<file path="src/rtl/sched_pend_table.sv">
// Per-flow rt/ack/data pending table fed by scheduler commands, with a round-robin
// scanner that hands one grant at a time (flowid + pending bits) to the TX work engine.
package sched_pkg;
  localparam int MAX_FLOW_CNT = 16;
  localparam int FLOWID_W     = 8;
  localparam int TS_W         = 16;

  typedef enum logic [1:0] {
    SC_NOP   = 2'd0,
    SC_SET   = 2'd1,
    SC_CLEAR = 2'd2
  } sc_cmd_e;

  typedef struct packed {
    sc_cmd_e           cmd;
    logic [TS_W-1:0]   timestamp;
  } pend_set_clear_t;

  typedef struct packed {
    logic [FLOWID_W-1:0] flowid;
    pend_set_clear_t     rt_pend_set_clear;
    pend_set_clear_t     ack_pend_set_clear;
    pend_set_clear_t     data_pend_set_clear;
  } sched_cmd_struct;
endpackage

module sched_pend_table
  import sched_pkg::*;
#(
  parameter int NUM_FLOWS = MAX_FLOW_CNT
) (
  input  logic                clk,
  input  logic                rst,
  input  logic                src_sched_cmd_val,
  input  sched_cmd_struct     src_sched_cmd,
  output logic                sched_cmd_src_rdy,
  output logic                sched_dst_val,
  output logic [FLOWID_W-1:0] sched_dst_flowid,
  output logic [2:0]          sched_dst_pend,
  input  logic                dst_sched_rdy
);

  localparam int PTR_W = (NUM_FLOWS > 1) ? $clog2(NUM_FLOWS) : 1;

  typedef enum logic {ST_SCAN, ST_OUT} state_e;

  state_e                     state_q, state_d;
  logic [PTR_W-1:0]           scan_ptr_q, scan_ptr_d;
  logic [NUM_FLOWS-1:0][2:0]  table_q, table_d;
  logic                       val_q, val_d;
  logic [FLOWID_W-1:0]        flowid_q, flowid_d;
  logic [2:0]                 pend_q, pend_d;

  logic                       cmd_hit;
  logic [PTR_W-1:0]           cmd_idx;
  logic [PTR_W-1:0]           ptr_next;
  logic [2:0]                 cur_entry;
  logic                       unused_ts;

  function automatic logic apply_sc(input logic cur, input sc_cmd_e c);
    case (c)
      SC_SET:   apply_sc = 1'b1;
      SC_CLEAR: apply_sc = 1'b0;
      default:  apply_sc = cur;
    endcase
  endfunction

  assign sched_cmd_src_rdy = 1'b1;
  assign sched_dst_val     = val_q;
  assign sched_dst_flowid  = flowid_q;
  assign sched_dst_pend    = pend_q;

  assign unused_ts = ^{src_sched_cmd.rt_pend_set_clear.timestamp,
                       src_sched_cmd.ack_pend_set_clear.timestamp,
                       src_sched_cmd.data_pend_set_clear.timestamp};

  assign cmd_hit   = src_sched_cmd_val && (int'(src_sched_cmd.flowid) < NUM_FLOWS);
  assign cmd_idx   = src_sched_cmd.flowid[PTR_W-1:0];
  assign ptr_next  = (scan_ptr_q == PTR_W'(NUM_FLOWS - 1)) ? '0 : scan_ptr_q + 1'b1;
  assign cur_entry = table_q[scan_ptr_q];

  always_comb begin
    state_d    = state_q;
    scan_ptr_d = scan_ptr_q;
    table_d    = table_q;
    val_d      = val_q;
    flowid_d   = flowid_q;
    pend_d     = pend_q;

    case (state_q)
      ST_SCAN: begin
        if (|cur_entry) begin
          flowid_d = FLOWID_W'(scan_ptr_q);
          pend_d   = cur_entry;
          val_d    = 1'b1;
          state_d  = ST_OUT;
        end else begin
          scan_ptr_d = ptr_next;
        end
      end
      default: begin
        // scan_ptr does not move while in OUT, so it still indexes the granted flow
        if (dst_sched_rdy) begin
          table_d[scan_ptr_q] = table_q[scan_ptr_q] & ~pend_q;
          val_d      = 1'b0;
          scan_ptr_d = ptr_next;
          state_d    = ST_SCAN;
        end
      end
    endcase

    // Applied after the grant consume so a same-cycle SET re-arms the bit
    if (cmd_hit) begin
      table_d[cmd_idx][2] = apply_sc(table_d[cmd_idx][2], src_sched_cmd.rt_pend_set_clear.cmd);
      table_d[cmd_idx][1] = apply_sc(table_d[cmd_idx][1], src_sched_cmd.ack_pend_set_clear.cmd);
      table_d[cmd_idx][0] = apply_sc(table_d[cmd_idx][0], src_sched_cmd.data_pend_set_clear.cmd);
    end
  end

  always_ff @(posedge clk) begin
    if (rst) begin
      state_q    <= ST_SCAN;
      scan_ptr_q <= '0;
      table_q    <= '0;
      val_q      <= 1'b0;
      flowid_q   <= '0;
      pend_q     <= '0;
    end else begin
      state_q    <= state_d;
      scan_ptr_q <= scan_ptr_d;
      table_q    <= table_d;
      val_q      <= val_d;
      flowid_q   <= flowid_d;
      pend_q     <= pend_d;
    end
  end

endmodule

</file>
<file path="config.mk">
export PLATFORM = sky130hd
export DESIGN_NAME = sched_pend_table
export DESIGN_NICKNAME = d
export VERILOG_FILES = /design/src/rtl/sched_pend_table.sv
export SDC_FILE = /design/constraint.sdc
export NUM_CORES = 1
export LEC_CHECK = 0
export CAP_MARGIN = 10
export CORE_MARGIN = 2
export CORE_UTILIZATION = 54
export CTS_CLUSTER_DIAMETER = 120
export CTS_CLUSTER_SIZE = 10
export DETAILED_ROUTE_END_ITERATION = 7
export GPL_TIMING_DRIVEN = 0
export PLACE_DENSITY = 0.87
export SLEW_MARGIN = 20
export SYNTH_ARGS = -nofsm -noshare
export SYNTH_HDL_FRONTEND = slang
export SYNTH_SLANG_ARGS = --single-unit
</file>
<file path="constraint.sdc">
create_clock -name clk -period 3.76 [get_ports clk]
set_input_delay 0.752 -clock clk [delete_from_list [all_inputs] [get_ports clk]]
set_output_delay 0.752 -clock clk [all_outputs]
set_load 0.005 [all_outputs]
</file>
# Word level (Yosys, flattened, before mapping)
# Cells that the tools add are included.
totals:
  inputBits: 66
  wordCells: 86
  output_inout_bits: 13
  reg_bits: 61
op_classes:
  n_reduce_logical: 8
  order_cmp: 5
  addsub: 1
  bitwise_logic: 3
  muxes: 39
  n_eq_ne: 9
ops:
  columns: ["operator", "count"]
  rows:
  - ["48-bit bitwise mux", 4]
  - ["48-bit 2-to-1 mux", 3]
  - ["3-bit binary-select mux with 4-bit select", 4]
  - ["3-bit demux with 4-bit select", 4]
  - ["4-bit 2-to-1 mux", 4]
  - ["3-bit 2-to-1 mux", 4]
  - ["1-bit 2-to-1 mux", 11]
  - ["4-bit by 5-bit less-than comparator with 1-bit output, second input constant", 2]
  - ["4-bit by 1-bit >= comparator with 1-bit output, second input constant", 2]
  - ["8-bit by 5-bit less-than comparator with 1-bit output, second input constant", 1]
  - ["2-bit by 1-bit == test with 1-bit output, second input constant", 3]
  - ["2-bit == test, second input constant", 3]
  - ["1-bit case mux with 2 select lines", 3]
  - ["2-bit AND reduction", 3]
  - ["4-bit by 1-bit adder with 4-bit output, second input constant", 1]
  - ["4-bit == test, second input constant", 1]
  - ["2-bit 2-to-1 mux", 2]
  - ["2-bit inequality test, second input constant", 2]
  - ["3-bit AND", 1]
  - ["1-bit logical AND", 3]
  - ["3-bit inverter", 1]
  - ["3-bit OR reduction", 1]
  - ["2-bit nonzero test", 1]
  - ["1-bit inverter", 1]

# Logic depth before layout (Yosys ltp)
# Gate-level depths: netlist of the first run.
logic_depth:
  word_depth: 23
  ltp_mapped: 14

# Worst setup path after synthesis of the first run
# OpenSTA, ideal clock, no wires.
synth_path:
  path_kind: "register to register"
  from: "register scan_ptr_q[0]"
  to: "register table_q[4] (netlist bit)"
  t_arrival_ns: 2.732
  synth_period_minus_slack_ns: 2.848
  setup_ns: 0.117
  path_stages_with_launch: 15
  setup_slack_ns: 0.912
  n_path_buf: 5
  cell_sequence: "dfxtp_1 buf_6 buf_8 buf_8 inv_1 ha_1 and3_1 buf_2 nand2_1 and3_1 nor4_1 a2111oi_4 a41oi_4 buf_6 o21ai_2"
synth_via:
  elab_chain_cells: 23
synth_lines:
  columns: ["item", "line", "rtl"]
  rows:
  - ["from (decl)", "48", "logic [PTR_W-1:0] scan_ptr_q, scan_ptr_d;"]
  - ["from (signal assigned)", "130", "scan_ptr_q <= scan_ptr_d;"]
  - ["4-bit by 5-bit less-than comparator with 1-bit output (implied by the code) or 4-bit by 1-bit >= comparator with 1-bit output (tied branches)", "104", "table_d[scan_ptr_q] = table_q[scan_ptr_q] & ~pend_q;"]
  - ["1-bit logical AND (implied by the code)", "104", null]
  - ["3-bit 2-to-1 mux (implied by the code)", "104", null]
  - ["3-bit demux with 4-bit select", "104", null]
  - ["48-bit bitwise mux (*)", "104", null]
  - ["48-bit 2-to-1 mux (*)", "103", "if (dst_sched_rdy) begin"]
  - ["48-bit 2-to-1 mux (*)", "90", "case (state_q)"]
  - ["3-bit binary-select mux with 4-bit select", "114", "table_d[cmd_idx][2] = apply_sc(table_d[cmd_idx][2], src_sched_cmd.rt_pend_set_clear.cmd);"]
  - ["[... 7 more ...]", null, null]
  - ["1-bit 2-to-1 mux", "113", "if (cmd_hit) begin"]
  - ["48-bit bitwise mux", "115", "table_d[cmd_idx][1] = apply_sc(table_d[cmd_idx][1], src_sched_cmd.ack_pend_set_clear.cmd);"]
  - ["3-bit binary-select mux with 4-bit select", "116", "table_d[cmd_idx][0] = apply_sc(table_d[cmd_idx][0], src_sched_cmd.data_pend_set_clear.cmd);"]
  - ["1-bit 2-to-1 mux (implied by the code)", "116", null]
  - ["1-bit case mux with 2 select lines", "61", "case (c)"]
  - ["1-bit 2-to-1 mux", "113", null]
  - ["48-bit bitwise mux", "116", null]
  - ["48-bit 2-to-1 mux (*)", "113", null]
  - ["to (signal assigned)", "131", "table_q <= table_d;"]
  - ["to (decl)", "49", "logic [NUM_FLOWS-1:0][2:0] table_q, table_d;"]
# Every way passes the cells marked *; elsewhere a longest branch is shown, timed or not. The select of a mux whose other input is x is not followed.
# A chain may end at the register's enable or synchronous reset.

# Worst setup path in the final report of the first run
layout_path:
  from: "register scan_ptr_q[0]"
  to: "register table_q[45] (netlist bit)"
# The elaborated chain is that of the path after synthesis.

==> impl_results.html, run 1 <==
<table>
<tr><th>Metric</th><th>Value</th></tr>
<tr><th colspan="2">Status</th></tr>
<tr><td>Status</td><td>finished clean</td></tr>
<tr><th colspan="2">STA</th></tr>
<tr><td>Share of the clock period used by the worst path</td><td>96.7%</td></tr>
<tr><td>Setup repair after global routing missed its margin</td><td>no</td></tr>
<tr><td>Actual transition at the worst max-transition pin</td><td>a little under 1000 ps</td></tr>
<tr><td>Hold Violations, Final</td><td>0</td></tr>
<tr><td>Highest clock rate</td><td>275 MHz</td></tr>
<tr><td>Worst-case setup margin in the final layout</td><td>between 100 and 150 ps</td></tr>
<tr><td>Final clock skew</td><td>a little under 7 ps</td></tr>
<tr><td>Crit path time final</td><td>~3600 ps</td></tr>
<tr><td>Number of setup violations in the final report</td><td>0</td></tr>
<tr><td>Worst-case hold slack</td><td>between 400 and 500 ps</td></tr>
<tr><td>Worst slew margin relative to its limit</td><td>34.3%</td></tr>
<tr><td>Number of slew-limit violations in the final report</td><td>0</td></tr>
<tr><td>Setup TNS</td><td>0 ps</td></tr>
<tr><th colspan="2">Placed design</th></tr>
<tr><td>Last weighted congestion value of the routability-driven placer</td><td>~1</td></tr>
<tr><td>Placed wire-length estimate after detailed placement</td><td>12.6 mm</td></tr>
<tr><td>Count of input and output buffers</td><td>22</td></tr>
<tr><td>Area of placed instances</td><td>4880 um^2</td></tr>
<tr><td>Number of placed cells counting well taps</td><td>approximately 700</td></tr>
<tr><td>Setup slack at placement</td><td>approximately 80 ps</td></tr>
<tr><th colspan="2">Yosys</th></tr>
<tr><td>Share of synthesized area occupied by flip-flops and latches</td><td>between 20 and 30%</td></tr>
<tr><td>Commonest register cell after synthesis</td><td>dfxtp_1</td></tr>
<tr><td>Syn. warnings</td><td>0</td></tr>
<tr><td>Portion of synthesized cell area occupied by the leading cell type</td><td>a little over a quarter</td></tr>
<tr><td>Number of library cell types mapped by synthesis</td><td>76</td></tr>
<tr><td>Flip-flop and latch count after synthesis</td><td>61</td></tr>
<tr><td>Area of the mapped netlist</td><td>about 4500 um^2</td></tr>
<tr><td>Synth area leaders</td><td>dfxtp_1, mux2i_1, nand2_1, nor2_1, or3_1</td></tr>
<tr><td>Fraction of registers with async set/reset</td><td>0%</td></tr>
<tr><td>Count of flip-flops with a built-in enable after synthesis</td><td>0</td></tr>
<tr><td>Mapped Cells</td><td>approximately 570</td></tr>
<tr><td>Library cell occupying the most area in the post-synthesis netlist</td><td>dfxtp_1</td></tr>
<tr><td>Syn avg cell area</td><td>just under 8 um^2</td></tr>
<tr><th colspan="2">Worst setup path</th></tr>
<tr><td>CP most frequent cell</td><td>buf_8</td></tr>
<tr><td>Buffering stage count on the worst path with inverters included</td><td>6</td></tr>
<tr><td>R2R depth</td><td>13</td></tr>
<tr><td>Worst r2r src</td><td>scan_ptr_q[0]</td></tr>
<tr><td>Kind of launch point of the worst setup path</td><td>register</td></tr>
<tr><td>Critical path's largest stage delay</td><td>about 500 ps</td></tr>
<tr><td>Largest fanout on the critical path</td><td>10</td></tr>
<tr><td>Slowest stage cell, crit path</td><td>dfxtp_1</td></tr>
<tr><td>Series of cell instances along the critical path</td><td>buf_6 &gt; buf_8 &gt; buf_8 &gt; inv_1 &gt; ha_1 &gt; and3_1 &gt; buf_2 &gt; a32oi_1 &gt; o22ai_1 &gt; or3_1 &gt; a21oi_4 &gt; clkbuf_4 &gt; o21ai_1</td></tr>
<tr><td>Crit path kind</td><td>reg -&gt; reg</td></tr>
<tr><td>Largest delay share family, worst path</td><td>buffers and inverters</td></tr>
<tr><td>Crit path required time</td><td>roughly 4000 ps</td></tr>
<tr><td>Critical path capture point type</td><td>register</td></tr>
<tr><td>Worst endpoint data arrival time</td><td>between 3000 and 4000 ps</td></tr>
<tr><td>Register-to-register path setup slack</td><td>about 120 ps</td></tr>
<tr><td>R2R Path End</td><td>table_q[45]</td></tr>
<tr><th colspan="2">Floorplanning</th></tr>
<tr><td>Initial Utilization</td><td>55.3%</td></tr>
<tr><td>Die outline height</td><td>95.5 um</td></tr>
<tr><td>Number of standard-cell rows in the floorplan</td><td>33</td></tr>
<tr><td>Core outline area</td><td>8180 um^2</td></tr>
<tr><td>Area enclosed by the die boundary</td><td>9120 um^2</td></tr>
<tr><td>I/O Pins</td><td>between 70 and 80</td></tr>
<tr><td>Die outline width</td><td>around 96 um</td></tr>
<tr><th colspan="2">Detailed routing</th></tr>
<tr><td>Via density per instance</td><td>just under 7</td></tr>
<tr><td>Wire length on met3</td><td>slightly above 2 mm</td></tr>
<tr><td>Routed length per placed instance</td><td>between 20 and 25 um</td></tr>
<tr><td>Total Wirelength</td><td>17.5 mm</td></tr>
<tr><td>M1 wire length</td><td>about 7 mm</td></tr>
<tr><td>Number of iterations in the first detailed-routing pass</td><td>6</td></tr>
<tr><td>Total length of routed met2 wires</td><td>between 7 and 8 mm</td></tr>
<tr><td>Antenna Violating Nets Remaining</td><td>0</td></tr>
<tr><td>DR iter-0 viols</td><td>603</td></tr>
<tr><td>Max layer used</td><td>met4</td></tr>
<tr><td>Post-detailed-route DRC marker count</td><td>0</td></tr>
<tr><td>Via count</td><td>slightly below 5,000</td></tr>
<tr><th colspan="2">Clock tree</th></tr>
<tr><td>Worst skew pair latency</td><td>between 300 and 400 ps</td></tr>
<tr><td>Number of clock sinks</td><td>61</td></tr>
<tr><td>Number of H-tree levels</td><td>3</td></tr>
<tr><td>Number of buffers created by CTS</td><td>9</td></tr>
<tr><td>Clock buffer depth</td><td>2</td></tr>
<tr><td>Register clock-pin slew on the reported worst setup and hold paths</td><td>roughly 70 ps</td></tr>
<tr><td>Buffer cell driving the clock tree root</td><td>clkbuf_8</td></tr>
<tr><td>CTS tree</td><td>done</td></tr>
<tr><td># Post-CTS Setup Buffers</td><td>0</td></tr>
<tr><th colspan="2">Hold path</th></tr>
<tr><td>Type of the worst min-delay path</td><td>reg -&gt; reg</td></tr>
<tr><td>Worst hold path endpoint</td><td>sched_dst_flowid[0]</td></tr>
<tr><td>Critical hold path startpoint</td><td>sched_dst_flowid[0]</td></tr>
<tr><td>Hold Crit Depth</td><td>2</td></tr>
<tr><th colspan="2">Power and ir drop</th></tr>
<tr><td>Max rail drop VDD</td><td>0.207 mV</td></tr>
<tr><td>Total power per unit cell area</td><td>461 nW/um^2</td></tr>
<tr><td>Leakage</td><td>~1.7 nW</td></tr>
<tr><td>Tot Pwr</td><td>2.34 mW</td></tr>
<tr><th colspan="2">Final layout</th></tr>
<tr><td>Fraction of final layout cells with drive strength greater than 1</td><td>roughly 13%</td></tr>
<tr><td>Fin area</td><td>slightly above 5000 um^2</td></tr>
<tr><td>Layout Area Growth over Synthesis</td><td>12.0%</td></tr>
<tr><td>Diodes inserted</td><td>0</td></tr>
<tr><td>Final Non-Filler Cells</td><td>about 710</td></tr>
<tr><td>Post-Route Utilization</td><td>around three fifths</td></tr>
<tr><td>FILL cells</td><td>758</td></tr>
<tr><td>Number of nets in the final layout</td><td>~680</td></tr>
<tr><th colspan="2">Global routing</th></tr>
<tr><td>Total routing usage reported by global routing</td><td>about two fifths</td></tr>
<tr><td>GRT overflow</td><td>0</td></tr>
<tr><td>Maximum number of pins on one net before global-route repair</td><td>12</td></tr>
<tr><td>Via count of the first global-routing pass</td><td>4,595</td></tr>
<tr><td>Number of antenna violations at the first check in global routing</td><td>0</td></tr>
<tr><td>First-pass GRT wire length</td><td>roughly 26 mm</td></tr>
<tr><th colspan="2">Flow run</th></tr>
<tr><td>Maximum capacitance violations</td><td>0</td></tr>
</table>
layout make-up:
class	count	area (um^2)	share of cell area, %
multi-input combinational	461	3060	60.4
buffer	40	230	4.54
inverter	10	37.5	0.741
clock inverter	2	10.0	0.198
clock buffer	12	155	3.06
sequential	61	1220	24.1
tap	105	131	2.59
timing repair buffer	22	220	4.35
synth_stat cells, types with 4 or more instances:
master    count
a21boi_0      5
a21oi_1      25
a221oi_1      4
a22o_1        8
a22oi_1      10
a31oi_1      18
a32oi_1      12
and3_1        9
buf_2        10
buf_4         5
clkbuf_1     17
dfxtp_1      61
ha_1          7
inv_1         8
mux2_2        5
mux2i_1      36
nand2_1      73
nand2b_1      7
nand3_1      24
nor2_1       56
nor2b_1       8
nor3_1       13
nor4_1        4
o21ai_0      13
o21ai_1      23
o21ai_2       9
or3_1        22
worst max path at each step:
stage,depth (start not counted),slack (ps),startpoint,to
finish,13,120,scan_ptr_q[0],table_q[45]
global route,14,10,scan_ptr_q[0],table_q[30]
CTS,13,70,scan_ptr_q[0],table_q[45]
detailed placement,13,80,scan_ptr_q[0],table_q[45]
global placement,13,130,scan_ptr_q[0],table_q[45]
floorplan,14,910,scan_ptr_q[0],table_q[4]
metal layers:
metal,track usage (%),up-vias
li1,-,2191
met1,52.6,2279
met2,61.0,350
met3,9.88,77
met4,20.2,0
met5,0,-
power by group:
group / internal, mW / switching, mW
Sequential: 0.687 / 0.0659
Combinational: 0.380 / 0.659
Clock: 0.266 / 0.279
repair_timing:
action	in CTS	in global routing
gates resized for setup	0	3
endpoints found under the setup margin	0	20
hold buffers	0	0
sequential cells by signal, indices dropped and copies added, names as in the netlist:
name / flops
scan_ptr_q: 4
sched_dst_flowid: 4
sched_dst_pend: 3
sched_dst_val: 1
state_q: 1
table_q: 48
placed cells by master (no fill, tap or decap), drive strengths merged, types with 3 or more instances in the layout:
cell / count
nor3b: 3
a31oi: 21
clkbuf: 31
conb: 5
a21oi: 27
mux2: 5
or2: 4
a22oi: 13
nand2: 73
and2: 3
a21boi: 5
o31ai: 3
buf: 21
a32oi: 12
nor3: 14
o22ai: 3
nor2: 57
clkdlybuf4s50: 22
o21ai: 45
nor2b: 8
ha: 7
mux2i: 36
nand3b: 3
a22o: 8
o2111ai: 3
inv: 10
nand2b: 7
dfxtp: 61
or3: 22
nor4: 5
nand3: 24
o22a: 3
and3: 9
a221oi: 7
kinds of logic after synthesis:
group           synth area share, %
compound gates                 28.4
fa+ha+maj                      1.94
buf+inv                        5.87
flops                          27.0
mux                            10.2
other cells                   0.166
simple gates                   26.4
worst reg2reg max path, delay by kind of cell, from the launching register on:
kind	cells	cell delay, ps
AOI/OAI and AO/OA	4	880
buffers and inverters	6	1290
adders and majority gates	1	240
and+or+nand+nor	2	610
DFF	1	500
Power figures use the tool's default switching activity.
==> run 2, diff against run 1 <==
--- a/config.mk
+++ b/config.mk
@@ -12,7 +12,8 @@
 export CTS_CLUSTER_SIZE = 10
 export DETAILED_ROUTE_END_ITERATION = 7
 export GPL_TIMING_DRIVEN = 0
-export PLACE_DENSITY = 0.87
+export PLACE_DENSITY = 0.91
+export RECOVER_POWER = 50
 export SLEW_MARGIN = 20
 export SYNTH_ARGS = -nofsm -noshare
 export SYNTH_HDL_FRONTEND = slang
==> impl_results.html, run 2 (synthesis gave the netlist of run 1 again) <==
<table>
<tr><th>Metric</th><th>Value</th></tr>
<tr><th colspan="2">Global routing</th></tr>
<tr><td>Most used routing layer</td><td>met2</td></tr>
<tr><td>First-pass GRT wire length</td><td>between 20 and 30 mm</td></tr>
<tr><td>Number of antenna violations at the first check in global routing</td><td>0</td></tr>
<tr><td>Global-route met3 utilization</td><td>roughly a tenth</td></tr>
<tr><td>Maximum number of pins on one net before global-route repair</td><td>12</td></tr>
<tr><td>Total routing usage reported by global routing</td><td>a little under 40%</td></tr>
<tr><td>Via count of the first global-routing pass</td><td>4,506</td></tr>
<tr><td>GRT overflow</td><td>0</td></tr>
<tr><td>Global routing usage on met2</td><td>roughly three fifths</td></tr>
<tr><td>GR met1 Demand/Resource</td><td>roughly 51%</td></tr>
<tr><th colspan="2">Floorplanning</th></tr>
<tr><td>Area enclosed by the die boundary</td><td>about 9100 um^2</td></tr>
<tr><td>Core outline area</td><td>8180 um^2</td></tr>
<tr><td>Initial Utilization</td><td>between 50% and 60%</td></tr>
<tr><td>Die outline height</td><td>95.5 um</td></tr>
<tr><td>Die outline width</td><td>around 96 um</td></tr>
<tr><td>Number of standard-cell rows in the floorplan</td><td>33</td></tr>
<tr><td>I/O Pins</td><td>just under 80</td></tr>
<tr><th colspan="2">Final layout</th></tr>
<tr><td>Layout Area Growth over Synthesis</td><td>11.2%</td></tr>
<tr><td>Register Area</td><td>1220 um^2</td></tr>
<tr><td>Fin area</td><td>around 5000 um^2</td></tr>
<tr><td>Post-Route Utilization</td><td>approximately 60%</td></tr>
<tr><td>Leading cell type in the layout, fill and taps excluded</td><td>nand2_1</td></tr>
<tr><td>Footprint of the multi-input gates</td><td>just over 3000 um^2</td></tr>
<tr><td>Number of nets in the final layout</td><td>a little under 700</td></tr>
<tr><td>Commonest non-fill, non-tap cells in the layout</td><td>nand2_1, dfxtp_1, nor2_1, mux2i_1, a21oi_1</td></tr>
<tr><td>Fraction of final layout cells with drive strength greater than 1</td><td>12.2%</td></tr>
<tr><td>FILL cells</td><td>between 700 and 800</td></tr>
<tr><td>Biggest register</td><td>table_q</td></tr>
<tr><td>Diodes inserted</td><td>0</td></tr>
<tr><td>Max FFs per register</td><td>48</td></tr>
<tr><td>Final Non-Filler Cells</td><td>713</td></tr>
<tr><th colspan="2">Worst setup path</th></tr>
<tr><td>Buffering stage count on the worst path with inverters included</td><td>6</td></tr>
<tr><td>Worst r2r src</td><td>scan_ptr_q[0]</td></tr>
<tr><td>Critical path's largest stage delay</td><td>410 ps</td></tr>
<tr><td>R2R Path End</td><td>table_q[33]</td></tr>
<tr><td>Kind of launch point of the worst setup path</td><td>register</td></tr>
<tr><td>Slowest stage cell, crit path</td><td>or3_1</td></tr>
<tr><td>Series of cell instances along the critical path</td><td>buf_6 &gt; buf_8 &gt; buf_8 &gt; inv_1 &gt; ha_1 &gt; and3_1 &gt; buf_2 &gt; nand2_1 &gt; a32oi_1 &gt; o22ai_1 &gt; or3_1 &gt; a21oi_4 &gt; clkbuf_4 &gt; o21ai_1</td></tr>
<tr><td>Crit path kind</td><td>reg -&gt; reg</td></tr>
<tr><td>CP most frequent cell</td><td>buf_8</td></tr>
<tr><td>Critical path capture point type</td><td>register</td></tr>
<tr><td>R2R depth</td><td>14</td></tr>
<tr><td>Largest delay share family, worst path</td><td>buffers and inverters</td></tr>
<tr><td>Largest fanout on the critical path</td><td>10</td></tr>
<tr><td>Crit path required time</td><td>about 4000 ps</td></tr>
<tr><td>Worst endpoint data arrival time</td><td>3900 ps</td></tr>
<tr><td>Register-to-register path setup slack</td><td>100 ps</td></tr>
<tr><th colspan="2">Hold path</th></tr>
<tr><td>Critical hold path startpoint</td><td>sched_dst_flowid[1]</td></tr>
<tr><td>Type of the worst min-delay path</td><td>reg -&gt; reg</td></tr>
<tr><td>Worst hold path endpoint</td><td>sched_dst_flowid[1]</td></tr>
<tr><td>Hold Crit Depth</td><td>2</td></tr>
<tr><th colspan="2">Detailed routing</th></tr>
<tr><td>Post-detailed-route DRC marker count</td><td>0</td></tr>
<tr><td>Routed length per placed instance</td><td>~24 um</td></tr>
<tr><td>DR iter-0 viols</td><td>between 600 and 700</td></tr>
<tr><td>Total Wirelength</td><td>approximately 17 mm</td></tr>
<tr><td>Via density per instance</td><td>6.96</td></tr>
<tr><td>Antenna Violating Nets Remaining</td><td>0</td></tr>
<tr><td>Via count</td><td>4,961</td></tr>
<tr><td>Number of iterations in the first detailed-routing pass</td><td>7</td></tr>
<tr><th colspan="2">Placed design</th></tr>
<tr><td>Last weighted congestion value of the routability-driven placer</td><td>approximately 1.1</td></tr>
<tr><td>Placed wire-length estimate after detailed placement</td><td>~12 mm</td></tr>
<tr><td>Area of placed instances</td><td>roughly 4900 um^2</td></tr>
<tr><td>Count of input and output buffers</td><td>22</td></tr>
<tr><td>Number of placed cells counting well taps</td><td>roughly 700</td></tr>
<tr><th colspan="2">Clock tree</th></tr>
<tr><td>Number of buffers added to fix hold violations after cts</td><td>0</td></tr>
<tr><td>Quantity of gates resized following cts</td><td>0</td></tr>
<tr><td>Register clock-pin slew on the reported worst setup and hold paths</td><td>around 70 ps</td></tr>
<tr><td>Worst skew pair latency</td><td>roughly 360 ps</td></tr>
<tr><td>Number of buffers created by CTS</td><td>9</td></tr>
<tr><td>Clock buffer depth</td><td>2</td></tr>
<tr><td># Post-CTS Setup Buffers</td><td>0</td></tr>
<tr><td>CTS tree</td><td>done</td></tr>
<tr><td>Buffer cell driving the clock tree root</td><td>clkbuf_8</td></tr>
<tr><td>Number of clock sinks</td><td>just over 60</td></tr>
<tr><td>Number of H-tree levels</td><td>3</td></tr>
<tr><th colspan="2">STA</th></tr>
<tr><td>Share of the clock period used by the worst path</td><td>a little over nine tenths</td></tr>
<tr><td>Crit path time final</td><td>3660 ps</td></tr>
<tr><td>Worst slew margin relative to its limit</td><td>between 40 and 50%</td></tr>
<tr><td>Setup TNS</td><td>0 ps</td></tr>
<tr><td>Number of setup violations in the final report</td><td>0</td></tr>
<tr><td>Final clock skew</td><td>approximately 7 ps</td></tr>
<tr><td>Hold Violations, Final</td><td>0</td></tr>
<tr><td>Setup repair after global routing missed its margin</td><td>no</td></tr>
<tr><td>Actual transition at the worst max-transition pin</td><td>755 ps</td></tr>
<tr><td>Highest clock rate</td><td>273 MHz</td></tr>
<tr><td>Number of slew-limit violations in the final report</td><td>0</td></tr>
<tr><th colspan="2">Power and ir drop</th></tr>
<tr><td>Leakage</td><td>1.71 nW</td></tr>
<tr><td>Total power per unit cell area</td><td>roughly 450 nW/um^2</td></tr>
<tr><td>Max rail drop VDD</td><td>slightly above 0.2 mV</td></tr>
<tr><th colspan="2">Flow run</th></tr>
<tr><td>Maximum capacitance violations</td><td>0</td></tr>
<tr><th colspan="2">Status</th></tr>
<tr><td>Status</td><td>finished clean</td></tr>
</table>
==> run 2: cell count changes in the layout (fill, tap and decap cells not counted), sizes merged <==
cell,change
clkdlybuf4s50,-8
dlygate4sd3,+8
buf,-1
clkbuf,+1
==> run 2: worst max path at each step <==
stage             startpoint          end  cells after the start
6_report       scan_ptr_q[0]  table_q[33]                     14
5_1_grt        scan_ptr_q[0]   table_q[6]                     14
4_1_cts        scan_ptr_q[0]  table_q[33]                     14
3_5_place_dp   scan_ptr_q[0]  table_q[33]                     14
3_3_place_gp   scan_ptr_q[0]   table_q[6]                     14
2_1_floorplan  scan_ptr_q[0]   table_q[4]                     14
==> run 2: worst min-delay path: cells and delay by family (launching register included) <==
family	cells	cell delay (ps)
AOI/OAI and AO/OA	1	50
DFF	1	310
and+or+nand+nor	1	50
==> run 2: stage by stage <==
stage	hold WS (ps)	total power, mW	setup WS [ps]
6_report	454	2.28	103
5_1_grt	468	2.35	14.5
4_1_cts	461	2.28	76.3
3_5_place_dp	453	1.76	97.8
3_3_place_gp	439	1.75	68.3
2_1_floorplan	448	1.45	912
==> run 2: area by class of cell <==
| type | instances | share of cell area [%] |
|---|---|---|
| flip-flops and latches | 61 | 24.3 |
| repair buffers | 22 | 4.38 |
| clock buffers | 12 | 3.09 |
| clock inverters | 2 | 0.199 |
| multi-input cells | 461 | 60.3 |
| plain buffers | 40 | 4.43 |
| inverters | 10 | 0.746 |
| well taps | 105 | 2.61 |
==> run 2: layer usage <==
layer | routed length [um] | vias up
met3 | 2290 | 87
li1 | - | 2199
met1 | 6610 | 2294
met2 | 7280 | 381
met5 | 0 | -
met4 | 819 | 0
==> run 2: power by group <==
group          internal, mW  total, mW  leakage, nW  switching (mW)
Sequential            0.688      0.750        0.493          0.0622
Combinational         0.354      0.995         1.13           0.642
Clock                 0.266      0.531       0.0881           0.266
